### src/rtl/esm_config_decoder.sv
// ESM control message receive decoder: checks the 4-word header (magic, sequence, module/type, pad)
// and emits payload words tagged with module ID, message type and word index.
module esm_config_decoder #(
   parameter int          AXI_DATA_WIDTH = 32,
   parameter logic [31:0] MAGIC_NUM      = 32'hE5C0_0001,
   parameter int          INDEX_WIDTH    = 8
) (
   input  logic                      Clk,
   input  logic                      Rst,
   input  logic                      S_axis_valid,
   output logic                      S_axis_ready,
   input  logic [AXI_DATA_WIDTH-1:0] S_axis_data,
   input  logic                      S_axis_last,
   output logic                      Cfg_valid,
   output logic [7:0]                Cfg_module_id,
   output logic [7:0]                Cfg_message_type,
   output logic [INDEX_WIDTH-1:0]    Cfg_index,
   output logic [AXI_DATA_WIDTH-1:0] Cfg_data,
   output logic                      Cfg_last,
   output logic [AXI_DATA_WIDTH-1:0] Cfg_seq_num,
   output logic                      Err_magic,
   output logic                      Err_seq,
   output logic                      Err_short,
   output logic                      Err_length,
   output logic [15:0]               Msg_count
);

   typedef enum logic [2:0] {
      S_MAGIC,
      S_SEQ,
      S_HEADER,
      S_PAD,
      S_PAYLOAD,
      S_DRAIN
   } state_t;

   localparam logic [INDEX_WIDTH:0]      IDX_ONE = 1;
   localparam logic [AXI_DATA_WIDTH-1:0] SEQ_ONE = 1;

   state_t                    state_q, state_d;
   logic                      ready_q, ready_d;
   logic                      valid_q, valid_d;
   logic                      last_q, last_d;
   logic [INDEX_WIDTH-1:0]    index_q, index_d;
   logic [AXI_DATA_WIDTH-1:0] data_q, data_d;
   logic [7:0]                module_q, module_d;
   logic [7:0]                type_q, type_d;
   logic [AXI_DATA_WIDTH-1:0] seq_q, seq_d;
   logic                      seq_ok_q, seq_ok_d;
   logic                      err_magic_q, err_magic_d;
   logic                      err_seq_q, err_seq_d;
   logic                      err_short_q, err_short_d;
   logic                      err_length_q, err_length_d;
   logic [15:0]               count_q, count_d;
   // One extra bit: the MSB set means 2^INDEX_WIDTH words have already been emitted.
   logic [INDEX_WIDTH:0]      idx_q, idx_d;
   logic                      accept;

   assign accept = S_axis_valid && ready_q;

   always_comb begin
      state_d      = state_q;
      ready_d      = 1'b1;
      valid_d      = 1'b0;
      last_d       = 1'b0;
      index_d      = index_q;
      data_d       = data_q;
      module_d     = module_q;
      type_d       = type_q;
      seq_d        = seq_q;
      seq_ok_d     = seq_ok_q;
      err_magic_d  = 1'b0;
      err_seq_d    = 1'b0;
      err_short_d  = 1'b0;
      err_length_d = 1'b0;
      count_d      = count_q;
      idx_d        = idx_q;
      if (accept) begin
         case (state_q)
            S_MAGIC: begin
               if (S_axis_data == MAGIC_NUM) begin
                  err_short_d = S_axis_last;
                  state_d     = S_axis_last ? S_MAGIC : S_SEQ;
               end else begin
                  err_magic_d = 1'b1;
                  state_d     = S_axis_last ? S_MAGIC : S_DRAIN;
               end
            end
            S_SEQ: begin
               err_seq_d   = seq_ok_q && (S_axis_data != seq_q + SEQ_ONE);
               seq_d       = S_axis_data;
               seq_ok_d    = 1'b1;
               err_short_d = S_axis_last;
               state_d     = S_axis_last ? S_MAGIC : S_HEADER;
            end
            S_HEADER: begin
               module_d    = S_axis_data[31:24];
               type_d      = S_axis_data[23:16];
               err_short_d = S_axis_last;
               state_d     = S_axis_last ? S_MAGIC : S_PAD;
            end
            S_PAD: begin
               count_d = count_q + 16'd1;
               idx_d   = '0;
               state_d = S_axis_last ? S_MAGIC : S_PAYLOAD;
            end
            S_PAYLOAD: begin
               if (idx_q[INDEX_WIDTH]) begin
                  // Over-length word is dropped; a last here closes the message directly.
                  err_length_d = 1'b1;
                  state_d      = S_axis_last ? S_MAGIC : S_DRAIN;
               end else begin
                  valid_d = 1'b1;
                  last_d  = S_axis_last;
                  data_d  = S_axis_data;
                  index_d = idx_q[INDEX_WIDTH-1:0];
                  idx_d   = idx_q + IDX_ONE;
                  if (S_axis_last) state_d = S_MAGIC;
               end
            end
            S_DRAIN: begin
               if (S_axis_last) state_d = S_MAGIC;
            end
            default: state_d = S_MAGIC;
         endcase
      end
   end

   always_ff @(posedge Clk or posedge Rst) begin
      if (Rst) begin
         state_q      <= S_MAGIC;
         ready_q      <= 1'b0;
         valid_q      <= 1'b0;
         last_q       <= 1'b0;
         index_q      <= '0;
         data_q       <= '0;
         module_q     <= '0;
         type_q       <= '0;
         seq_q        <= '0;
         seq_ok_q     <= 1'b0;
         err_magic_q  <= 1'b0;
         err_seq_q    <= 1'b0;
         err_short_q  <= 1'b0;
         err_length_q <= 1'b0;
         count_q      <= '0;
         idx_q        <= '0;
      end else begin
         state_q      <= state_d;
         ready_q      <= ready_d;
         valid_q      <= valid_d;
         last_q       <= last_d;
         index_q      <= index_d;
         data_q       <= data_d;
         module_q     <= module_d;
         type_q       <= type_d;
         seq_q        <= seq_d;
         seq_ok_q     <= seq_ok_d;
         err_magic_q  <= err_magic_d;
         err_seq_q    <= err_seq_d;
         err_short_q  <= err_short_d;
         err_length_q <= err_length_d;
         count_q      <= count_d;
         idx_q        <= idx_d;
      end
   end

   assign S_axis_ready     = ready_q;
   assign Cfg_valid        = valid_q;
   assign Cfg_last         = last_q;
   assign Cfg_index        = index_q;
   assign Cfg_data         = data_q;
   assign Cfg_module_id    = module_q;
   assign Cfg_message_type = type_q;
   assign Cfg_seq_num      = seq_q;
   assign Err_magic        = err_magic_q;
   assign Err_seq          = err_seq_q;
   assign Err_short        = err_short_q;
   assign Err_length       = err_length_q;
   assign Msg_count        = count_q;

endmodule
### config.mk
export PLATFORM = sky130hd
export DESIGN_NAME = esm_config_decoder
export DESIGN_NICKNAME = d
export VERILOG_FILES = /design/src/rtl/esm_config_decoder.sv
export SDC_FILE = /design/constraint.sdc
export NUM_CORES = 1
export LEC_CHECK = 0
export ABC_AREA = 1
export CAP_MARGIN = 0
export CORE_ASPECT_RATIO = 1.4
export CORE_MARGIN = 8
export CORE_UTILIZATION = 54
export DETAILED_ROUTE_END_ITERATION = 12
export GPL_TIMING_DRIVEN = 0
export PLACE_DENSITY = 0.91
export SYNTH_ARGS = -nofsm -noshare
export SYNTH_HDL_FRONTEND = slang
export SYNTH_SLANG_ARGS = --single-unit
### constraint.sdc
create_clock -name Clk -period 11.55 [get_ports Clk]
set_input_delay 1.7325 -clock Clk [delete_from_list [all_inputs] [get_ports Clk]]
set_output_delay 1.7325 -clock Clk [all_outputs]
set_load 0.02 [all_outputs]
==> results.sh, run 1 <==
export IMPL_dieWidth_um=107.7
export IMPL_switching_share=0.4000
export IMPL_synth_top_flop_cell="dfrtp_1"
export IMPL_reg2reg_depth=14
export IMPL_power_density_mw_per_mm2=246.4
export IMPL_worst_setup_path_type="in2reg"
export IMPL_p_sw_uw=851.9
export IMPL_leakage_uw=0.004152
export IMPL_r2r_end="Err_seq$_DFF_PP0_"
export IMPL_total_power_uw=2130
export IMPL_stdcell_area_mm2=0.008643
export IMPL_vias_per_cell=5.360
export IMPL_slew_headroom=0.6684
export IMPL_clock_latency_ns=0.42
export IMPL_route_detailed_wl_per_inst_um=17.81
export IMPL_antenna_found_initial=0
export IMPL_holdCritStartpoint="seq_ok_q$_DFFE_PP0P_"
export IMPL_syn_area_mm2=0.006351
export IMPL_synth_fp_nets=862
export IMPL_drtIter0Drc=441
export IMPL_slew_viol_final=0
export IMPL_ff2ff_setup_slack_ns=9.31
export IMPL_maxCapViolations=0
export IMPL_hold_violations=0
export IMPL_clkTransAtPathRegs_ns=0.06
export IMPL_drtPass1Iterations=5
export IMPL_hold_buffers=0
export IMPL_max_stage_delay_ns=0.49
export IMPL_rr_startpoint="Cfg_seq_num[0]$_DFFE_PP0P_"
export IMPL_cts_buffer_depth=2
export IMPL_endpoint_kind="flip-flop"
export IMPL_place_congestion=0.9156
export IMPL_antenna_left=0
export IMPL_dieHeight_um=144.3
export IMPL_htreeDepth=4
export IMPL_antenna_cells=0
export IMPL_synthArstFlopShare=1.000
export IMPL_fmax_mhz=289.8
export IMPL_synth_avg_cell_area_um2=7.717
export IMPL_hold_depth=2
export IMPL_cts_buffers=17
export IMPL_start_util=0.5455
export IMPL_hold_path_end="seq_ok_q$_DFFE_PP0P_"
export IMPL_num_rows=47
export IMPL_grt_pass1_vias=6262
export IMPL_synth_yosys_seq_area_share=0.4886
export IMPL_grt_pass1_wl_um=31900
export IMPL_seq_power_share=0.339
export IMPL_design_core_area_mm2=0.01164
export IMPL_fin_skew_ns=0.006851
export IMPL_synth_common_cells="nand2_1 (267), dfrtp_1 (124), inv_1 (98), o21ai_0 (79), nor2_1 (66)"
export IMPL_synth_edf_count=0
export IMPL_status="finished clean"
export IMPL_synth_top_cell_area_share=0.4886
export IMPL_globalRouteMet2Util=0.4655
export IMPL_dp_hpwl_um=15090
export IMPL_cts_tree="done"
export IMPL_synth_seq_cells=124
export IMPL_grt_util_met3=0.07136
export IMPL_p_comb_frac=0.398
export IMPL_worst_setup_path_start_kind="input port"
export IMPL_drive_gt1_frac=0.06687
export IMPL_worstMarginPinSlew_ns=0.4931
export IMPL_critPathArrivalTime_ns=3.77
export IMPL_drc_errors=0
export IMPL_hp_class="reg2reg"
export IMPL_rsz0062_at_grt="no"
export IMPL_place_area_mm2=0.008029
export IMPL_syn_instance_count=823
export IMPL_required_ns=11.87
export IMPL_synth_warnings=0
export IMPL_fin_crit_sh=0.2988
export IMPL_ios=147
export IMPL_gr_total_overflow=0
export IMPL_post_cts_resized=0
export IMPL_cp_slowest_cell="clkdlybuf4s50_1"
export IMPL_power_frac_clock=0.263
export IMPL_use_met1=0.2846
export IMPL_crit_chain="clkdlybuf4s50_1 > inv_1 > nor4_1 > nand2_1 > o31ai_1 > nand2_1 > nor3_1"
export IMPL_dieArea_mm2=0.01554
export IMPL_layout_nets=1028
export IMPL_synth_cell_types=36
export IMPL_critPathMaxFanout=4
export IMPL_p_int_uw=1278
export IMPL_io_buffers=146
export IMPL_grt_usage=0.2673
export IMPL_post_cts_buffers=0
export IMPL_routed_wl_um=20470
export IMPL_yosysMostFrequentCell="nand2_1"
export IMPL_cpMostUsedCell="nand2_1"
export IMPL_fin_tns_setup_ns=0
export IMPL_cts_root_buffer="clkbuf_16"
export IMPL_setup_viol=0
export IMPL_min_period_ns=3.451
export IMPL_syn2layout_area_growth_pct=36.09
export IMPL_vdd_ir_drop_max_v=0.0001606
export IMPL_via_count=6159
export IMPL_grt_busiest_layer="met2"
export IMPL_grt_max_degree=96
export IMPL_yosys_top_cells_area="dfrtp_1 (49%), nand2_1 (16%), o21ai_0 (6.2%), inv_1 (5.8%), nor2_1 (3.9%)"
export IMPL_synth_top_cell_by_area="dfrtp_1"
export IMPL_numClockSinks=124
sequential cells by signal, indices dropped and copies added (netlist names), 3 cells and up:
name              flops
idx_q                 9
Cfg_message_type      8
Cfg_module_id         8
state_q               3
Cfg_seq_num          32
Cfg_index             8
Msg_count            16
Cfg_data             32
layer usage:
metal / share of wire / wire, µm / vias up
li1: - / - / 2934
met1: 0.36 / 7441 / 2917
met2: 0.52 / 10720 / 246
met3: 0.065 / 1321 / 62
met4: 0.048 / 988 / 0
met5: 0 / 0 / -
per-stage QoR:
stage | worst slack, ns | hold WS [ns] | utilization | std cells
2_1_floorplan | 6.518 | 0.4354 | - | 823
3_3_place_gp | 4.762 | 0.4486 | 0.6868 | 1116
3_5_place_dp | 7.845 | 0.4590 | 0.6896 | 1117
4_1_cts | 8.140 | 0.4671 | 0.7423 | 1149
5_1_grt | 8.081 | 0.4950 | 0.7423 | 1149
6_report | 8.099 | 0.4675 | 0.7423 | 1149
critical path: cells and delay by family:
kind	cells	cell delay (ns)
AOI/OAI and AO/OA	1	0.49
buffers and inverters	2	0.63
and+or+nand+nor	4	0.91
cell usage in the layout, fill, tap and decap left out, types with 3 or more instances in the layout:
cell	n
inv_6	5
nor2_4	4
nor4_1	5
o21ai_0	79
a21oi_1	8
o21bai_1	5
clkbuf_16	17
nor3_1	11
clkinv_4	5
clkdlybuf4s50_1	146
nand3b_1	7
ha_1	3
xor2_1	15
inv_2	4
nor2_1	66
inv_1	97
clkbuf_1	11
nand2_4	3
nand4_1	10
nor2_2	10
nand3_1	33
nand2_1	267
o21ai_1	20
dfrtp_1	124
xnor2_1	18
bufinv_16	3
buf_1	3
area by class of cell:
class / instances / area, µm²
sequential: 124 / 3103
fill: 834 / 3000
multi-input combinational: 578 / 2775
timing repair buffer: 147 / 1489
clock buffer: 17 / 425.4
inverter: 103 / 392.9
clock inverter: 15 / 188.9
tap: 147 / 183.9
buffer: 18 / 85.08
kinds of logic after synthesis:
logic type / share of synthesized area
AOI/OAI and AO/OA: 0.09791
xor gates and xnor gates: 0.04551
adders and majority gates: 0.005911
buffers and inverters: 0.07447
DFF: 0.4886
other: 0.0005904
and+or+nand+nor: 0.2870
worst max-delay path by stage:
stage / start / slack (ns) / cells past startpoint / endpoint
floorplan: Rst / 6.52 / 1 / Cfg_data[0]$_DFFE_PP0P_
global placement: Rst / 4.76 / 2 / Cfg_data[4]$_DFFE_PP0P_
detailed placement: S_axis_valid / 7.85 / 13 / Msg_count[14]$_DFFE_PP0P_
CTS: S_axis_data[30] / 8.14 / 7 / Err_short$_DFF_PP0_
global route: S_axis_valid / 8.08 / 13 / Msg_count[14]$_DFFE_PP0P_
finish: S_axis_data[30] / 8.10 / 7 / Err_short$_DFF_PP0_
power groups by stage:
| stage | clock (µW) | sequential, µW | combinational (µW) |
|---|---|---|---|
| 3_3_place_gp | 0 | 712 | 812 |
| 4_1_cts | 559 | 716 | 852 |
| 6_report | 560 | 722 | 848 |
| 2_1_floorplan | 0 | 841 | 317 |
| 3_5_place_dp | 0 | 719 | 839 |
| 5_1_grt | 580 | 738 | 917 |
Note: power is estimated with default switching activity, not from simulation.
==> run 2: changes to the inputs <==
--- a/config.mk
+++ b/config.mk
@@ -9,10 +9,10 @@
 export CAP_MARGIN = 0
 export CORE_ASPECT_RATIO = 1.4
 export CORE_MARGIN = 8
-export CORE_UTILIZATION = 54
+export CORE_UTILIZATION = 46
 export DETAILED_ROUTE_END_ITERATION = 12
 export GPL_TIMING_DRIVEN = 0
-export PLACE_DENSITY = 0.91
+export PLACE_DENSITY = 0.83
 export SYNTH_ARGS = -nofsm -noshare
 export SYNTH_HDL_FRONTEND = slang
 export SYNTH_SLANG_ARGS = --single-unit
==> constraint.sdc (replaced) <==
create_clock -name Clk -period 2.85 [get_ports Clk]
set_input_delay 0.4275 -clock Clk [delete_from_list [all_inputs] [get_ports Clk]]
set_output_delay 0.4275 -clock Clk [all_outputs]
set_load 0.02 [all_outputs]
==> results.sh, run 2 (synthesis results as in run 1) <==
export IMPL_max_stage_delay_ns=0.45
export IMPL_min_period_ns=2.239
export IMPL_rr_startpoint="Cfg_seq_num[0]$_DFFE_PP0P_"
export IMPL_start_util=0.4629
export IMPL_vdd_ir_drop_max_v=0.0004519
export IMPL_cp_slowest_cell="dfrtp_1"
export IMPL_final_cell_count_no_fill=1189
export IMPL_vias_per_cell=5.099
export IMPL_wl_met1_um=7206
export IMPL_required_ns=3.14
export IMPL_num_rows=51
export IMPL_hold_buffers=0
export IMPL_routed_wl_um=19470
export IMPL_dieWidth_um=115.3
export IMPL_cts_root_buffer="clkbuf_16"
export IMPL_drc_errors=0
export IMPL_htreeDepth=4
export IMPL_grt_pass1_vias=6130
export IMPL_met3_length_um=1169
export IMPL_place_congestion=0.9182
export IMPL_drtPass1Iterations=4
export IMPL_fin_skew_ns=0.008998
export IMPL_hp_class="in2async"
export IMPL_fin_tns_setup_ns=0
export IMPL_mostFrequentLayoutCell="nand2_1"
export IMPL_worstMarginPinSlew_ns=0.5777
export IMPL_gr_total_overflow=0
export IMPL_grt_max_degree=42
export IMPL_maxCapViolations=0
export IMPL_power_density_mw_per_mm2=968.5
export IMPL_slew_viol_final=0
export IMPL_endpoint_kind="flip-flop"
export IMPL_worst_path_buf_inv=0
export IMPL_maxUsedRoutingLayer="met4"
export IMPL_grt_usage=0.2224
export IMPL_rsz0062_at_grt="no"
export IMPL_dp_hpwl_um=15110
export IMPL_fin_crit_sh=0.7855
export IMPL_crit_chain="ha_1 > nand2_1 > nor2_2 > nand2_1 > nor2_1 > nand2_1 > nand2_1 > nand2_1 > nand2_1 > nand2_1 > nor2_1 > nand2_1 > nor2_1 > a21oi_1"
export IMPL_route_detailed_wl_per_inst_um=16.37
export IMPL_io_buffers=146
export IMPL_post_cts_buffers=0
export IMPL_clock_latency_ns=0.42
export IMPL_cts_buffers=17
export IMPL_via_count=6063
export IMPL_status="finished clean"
export IMPL_setup_viol=0
export IMPL_critPathMaxFanout=5
export IMPL_syn2layout_area_growth_pct=36.78
export IMPL_ios=147
export IMPL_mostFrequentLayoutCells="nand2_1 (267), clkdlybuf4s50_1 (146), dfrtp_1 (124)"
export IMPL_dr_wl_met2_um=10260
export IMPL_worst_setup_path_start_kind="flip-flop"
export IMPL_timing_hold_ws_ns=0.3948
export IMPL_worst_setup_path_type="reg2reg"
export IMPL_cts_buffer_depth=2
export IMPL_drtIter0Drc=352
export IMPL_design_core_area_mm2=0.01372
export IMPL_slew_headroom=0.6113
export IMPL_cpMostUsedCell="nand2_1"
export IMPL_antenna_found_initial=0
export IMPL_dp_cells=1157
export IMPL_critical_path_startpoint="Cfg_seq_num[0]$_DFFE_PP0P_"
export IMPL_critPathArrivalTime_ns=2.53
export IMPL_drive_gt1_frac=0.06873
export IMPL_numClockSinks=124
export IMPL_clkTransAtPathRegs_ns=0.06
export IMPL_grt_pass1_wl_um=30950
export IMPL_crit_family="simple AND/OR/NAND/NOR gates"
export IMPL_dieArea_mm2=0.01788
export IMPL_cts_tree="done"
export IMPL_leakage_uw=0.004150
export IMPL_dieHeight_um=155.0
export IMPL_antenna_left=0
export IMPL_antenna_cells=0
export IMPL_post_cts_resized=0
export IMPL_hold_violations=0
export IMPL_fmax_mhz=446.7
export IMPL_layout_nets=1030
## run 2: cell count changes in the layout (fill, tap and decap cells not counted), sizes merged
cell | previous run | this run
inv | 106 | 108
buf | 8 | 10
bufinv | 3 | 1
## run 2: metrics by stage
| step | power [µW] | instance area, µm² | utilization | setup WS [ns] |
|---|---|---|---|---|
| 4_1_cts | 8436 | 8687 | 0.6332 | 0.6548 |
| 3_5_place_dp | 6294 | 8108 | 0.5910 | 0.3105 |
| 2_1_floorplan | 4694 | 6355 | - | 0.8972 |
| 5_1_grt | 8907 | 8687 | 0.6332 | 0.4417 |
| 6_report | 8414 | 8687 | 0.6332 | 0.6112 |
| 3_3_place_gp | 6190 | 8048 | 0.5866 | -0.2564 |
## run 2: per-layer routing
| metal | vias to the layer above | global-route usage |
|---|---|---|
| li1 | 2951 | - |
| met1 | 2873 | 0.2362 |
| met2 | 186 | 0.3931 |
| met3 | 53 | 0.05431 |
| met4 | 0 | 0.1193 |
| met5 | - | 0 |
## run 2: final cells by class
class	count	area (µm²)
Fill cell	1197	5032
Sequential cell	124	3103
Inverter	103	391.6
Timing Repair Buffer	149	1521
Clock buffer	17	425.4
Tap cell	185	231.5
Buffer	18	85.08
Clock inverter	15	153.9
Multi-Input combinational cell	578	2775
## run 2: worst register-to-register path, stage by stage (launching register included)
cell,delay (ns)
dfrtp_1,0.45
ha_1,0.23
nand2_1,0.10
nor2_2,0.17
nand2_1,0.13
nor2_1,0.32
nand2_1,0.10
nand2_1,0.08
nand2_1,0.05
nand2_1,0.05
nand2_1,0.06
nor2_1,0.12
nand2_1,0.06
nor2_1,0.10
a21oi_1,0.09
## run 2: power breakdown
part / internal (µW) / leakage [µW] / switching (µW)
logic: 1460 / 0.00227 / 1910
registers: 2330 / 0.00160 / 590
clock network: 1230 / 0.000282 / 890
## run 2: final timing paths
| path | to | slack, ns | cells after the start |
|---|---|---|---|
| max | Err_seq$_DFF_PP0_ | 0.61 | 14 |
| min | Cfg_seq_num[22]$_DFFE_PP0P_ | 0.39 | 2 |
| max reg2reg | Err_seq$_DFF_PP0_ | 0.61 | 14 |
| min reg2reg | Msg_count[15]$_DFFE_PP0P_ | 0.47 | 1 |
| max in group asynchronous | state_q[2]$_DFFE_PP0P_ | 1.62 | 4 |
| min in group Clk | Msg_count[15]$_DFFE_PP0P_ | 0.47 | 1 |
==> run 3: changes to the inputs <==
--- a/config.mk
+++ b/config.mk
@@ -9,10 +9,10 @@
 export CAP_MARGIN = 0
 export CORE_ASPECT_RATIO = 1.4
 export CORE_MARGIN = 8
-export CORE_UTILIZATION = 46
+export CORE_UTILIZATION = 51
 export DETAILED_ROUTE_END_ITERATION = 12
 export GPL_TIMING_DRIVEN = 0
-export PLACE_DENSITY = 0.83
+export PLACE_DENSITY = 0.87
 export SYNTH_ARGS = -nofsm -noshare
 export SYNTH_HDL_FRONTEND = slang
 export SYNTH_SLANG_ARGS = --single-unit
==> constraint.sdc (replaced) <==
create_clock -name Clk -period 2.1 [get_ports Clk]
set_input_delay 0.315 -clock Clk [delete_from_list [all_inputs] [get_ports Clk]]
set_output_delay 0.315 -clock Clk [all_outputs]
set_load 0.02 [all_outputs]
==> results.sh, run 3 (synthesis results as in run 1) <==
export IMPL_grt_max_degree=44
export IMPL_worst_path_buf_inv=2
export IMPL_critPathArrivalTime_ns=2.27
export IMPL_dieArea_mm2=0.01633
export IMPL_cpMostUsedCell="nand2_1"
export IMPL_antenna_cells=0
export IMPL_gr_total_overflow=0
export IMPL_layout_nets=1034
export IMPL_grt_pass1_wl_um=31010
export IMPL_mostFrequentLayoutCell="nand2_1"
export IMPL_setup_viol=0
export IMPL_hold_violations=0
export IMPL_required_ns=2.39
export IMPL_dp_slack_ns=-0.2101
export IMPL_drc_errors=0
export IMPL_maxUsedRoutingLayer="met4"
export IMPL_grt_usage=0.2466
export IMPL_cts_tree="done"
export IMPL_antenna_found_initial=0
export IMPL_place_congestion=0.9282
export IMPL_numClockSinks=124
export IMPL_worstMarginPinSlew_ns=0.5234
export IMPL_drtIter0Drc=302
export IMPL_dp_hpwl_um=15020
export IMPL_power_density_mw_per_mm2=1359
export IMPL_via_count=6171
export IMPL_wl_met1_um=7191
export IMPL_rr_startpoint="Cfg_seq_num[1]$_DFFE_PP0P_"
export IMPL_met3_length_um=1453
export IMPL_clock_latency_ns=0.42
export IMPL_dieWidth_um=110.3
export IMPL_cp_slowest_cell="dfrtp_1"
export IMPL_dr_wl_met2_um=10600
export IMPL_vdd_ir_drop_max_v=0.0007760
export IMPL_routed_wl_um=20080
export IMPL_reg2reg_depth=14
export IMPL_setup_ws_ns=0.1182
export IMPL_htreeDepth=4
export IMPL_critical_path_cell_count=14
export IMPL_slew_viol_final=0
export IMPL_cts_buffers=17
export IMPL_slew_headroom=0.6510
export IMPL_hp_class="in2async"
export IMPL_worst_setup_path_type="reg2reg"
export IMPL_worst_setup_path_start_kind="flip-flop"
export IMPL_start_util=0.5184
export IMPL_fmax_mhz=504.6
export IMPL_fin_crit_sh=0.9437
export IMPL_endpoint_kind="flip-flop"
export IMPL_drive_gt1_frac=0.08829
export IMPL_design_core_area_mm2=0.01225
export IMPL_crit_family="simple AND/OR/NAND/NOR gates"
export IMPL_grt_pass1_vias=6047
export IMPL_syn2layout_area_growth_pct=39.01
export IMPL_cts_buffer_depth=2
export IMPL_ios=147
export IMPL_cts_root_buffer="clkbuf_16"
export IMPL_critPathMaxFanout=5
export IMPL_drtPass1Iterations=5
export IMPL_vias_per_cell=5.329
export IMPL_clkTransAtPathRegs_ns=0.06
export IMPL_num_rows=48
export IMPL_dieHeight_um=148.0
export IMPL_leakage_uw=0.004238
export IMPL_ff2ff_setup_slack_ns=0.12
export IMPL_antenna_left=0
export IMPL_r2r_end="Err_seq$_DFF_PP0_"
export IMPL_min_period_ns=1.982
export IMPL_fin_skew_ns=0.008449
export IMPL_fin_tns_setup_ns=0
export IMPL_crit_chain="buf_4 > nand3_2 > inv_1 > nand2_1 > nor2_1 > nand2_1 > nand2_1 > nand2_1 > nor2_1 > nand2_1 > nor2_1 > nand2_1 > nor2_1 > a21oi_1"
export IMPL_rsz0062_at_grt="yes"
export IMPL_status="finished clean"
export IMPL_io_buffers=146
export IMPL_maxCapViolations=0
export IMPL_mostFrequentLayoutCells="nand2_1 (263), clkdlybuf4s50_1 (146), dfrtp_1 (120)"
export IMPL_max_stage_delay_ns=0.36
export IMPL_route_detailed_wl_per_inst_um=17.34
## run 3: through the flow
step / total power, µW / instance area (µm²) / std cells / hold WS [ns] / utilization
after floorplan: 6370 / 6355 / 823 / 0.4354 / -
after global placement: 8396 / 8004 / 1119 / 0.4488 / 0.6533
after detailed placement: 8553 / 8064 / 1122 / 0.4562 / 0.6582
after global routing: 12630 / 8828 / 1158 / 0.3240 / 0.7206
final: 12000 / 8828 / 1158 / 0.2833 / 0.7206
after CTS: 11890 / 8740 / 1154 / 0.2911 / 0.7133
## run 3: power by group
group | switching, µW | internal, µW
registers | 811 | 3170
clock network | 1160 | 2130
logic | 2700 | 2040
total | 4660 | 7340
## run 3: timing repair
action                     in CTS  in global routing
pin swaps                       0                  2
setup endpoints to repair       1                 37
hold buffers                    0                  0
setup buffers                   0                  4
gates resized for setup         4                 24
## run 3: worst reg2reg max path: stages, from the launching register on
cell and delay (ns):
dfrtp_1 0.36, buf_4 0.13, nand3_2 0.11, inv_1 0.14
nand2_1 0.17, nor2_1 0.26, nand2_1 0.09, nand2_1 0.07
nand2_1 0.04, nor2_1 0.08, nand2_1 0.08, nor2_1 0.10
nand2_1 0.05, nor2_1 0.08, a21oi_1 0.09
## run 3: area by class of cell
cell class | instances | area, µm²
plain buffers | 18 | 88.84
clock buffers | 17 | 425.4
clock inverters | 15 | 236.5
fillers | 964 | 3423
inverters | 103 | 391.6
multi-input cells | 578 | 2839
flip-flops and latches | 124 | 3108
well taps | 150 | 187.7
repair buffers | 153 | 1551
## run 3: layer usage
metal / vias to the layer above / track usage
met2: 235 / 0.4232
met4: 0 / 0.1458
met5: - / 0
li1: 2951 / -
met1: 2928 / 0.2599
met3: 57 / 0.06536
## run 3: worst max-delay path by stage
stage                               start                         to  slack (ns)
2_1_floorplan  Cfg_seq_num[0]$_DFFE_PP0P_          Err_seq$_DFF_PP0_        0.19
3_3_place_gp                          Rst  Msg_count[15]$_DFFE_PP0P_       -0.87
3_5_place_dp              S_axis_data[31]     state_q[2]$_DFFE_PP0P_       -0.21
4_1_cts        Cfg_seq_num[0]$_DFFE_PP0P_          Err_seq$_DFF_PP0_       0.004
5_1_grt        Cfg_seq_num[1]$_DFFE_PP0P_          Err_seq$_DFF_PP0_       -0.03
6_report       Cfg_seq_num[1]$_DFFE_PP0P_          Err_seq$_DFF_PP0_        0.12
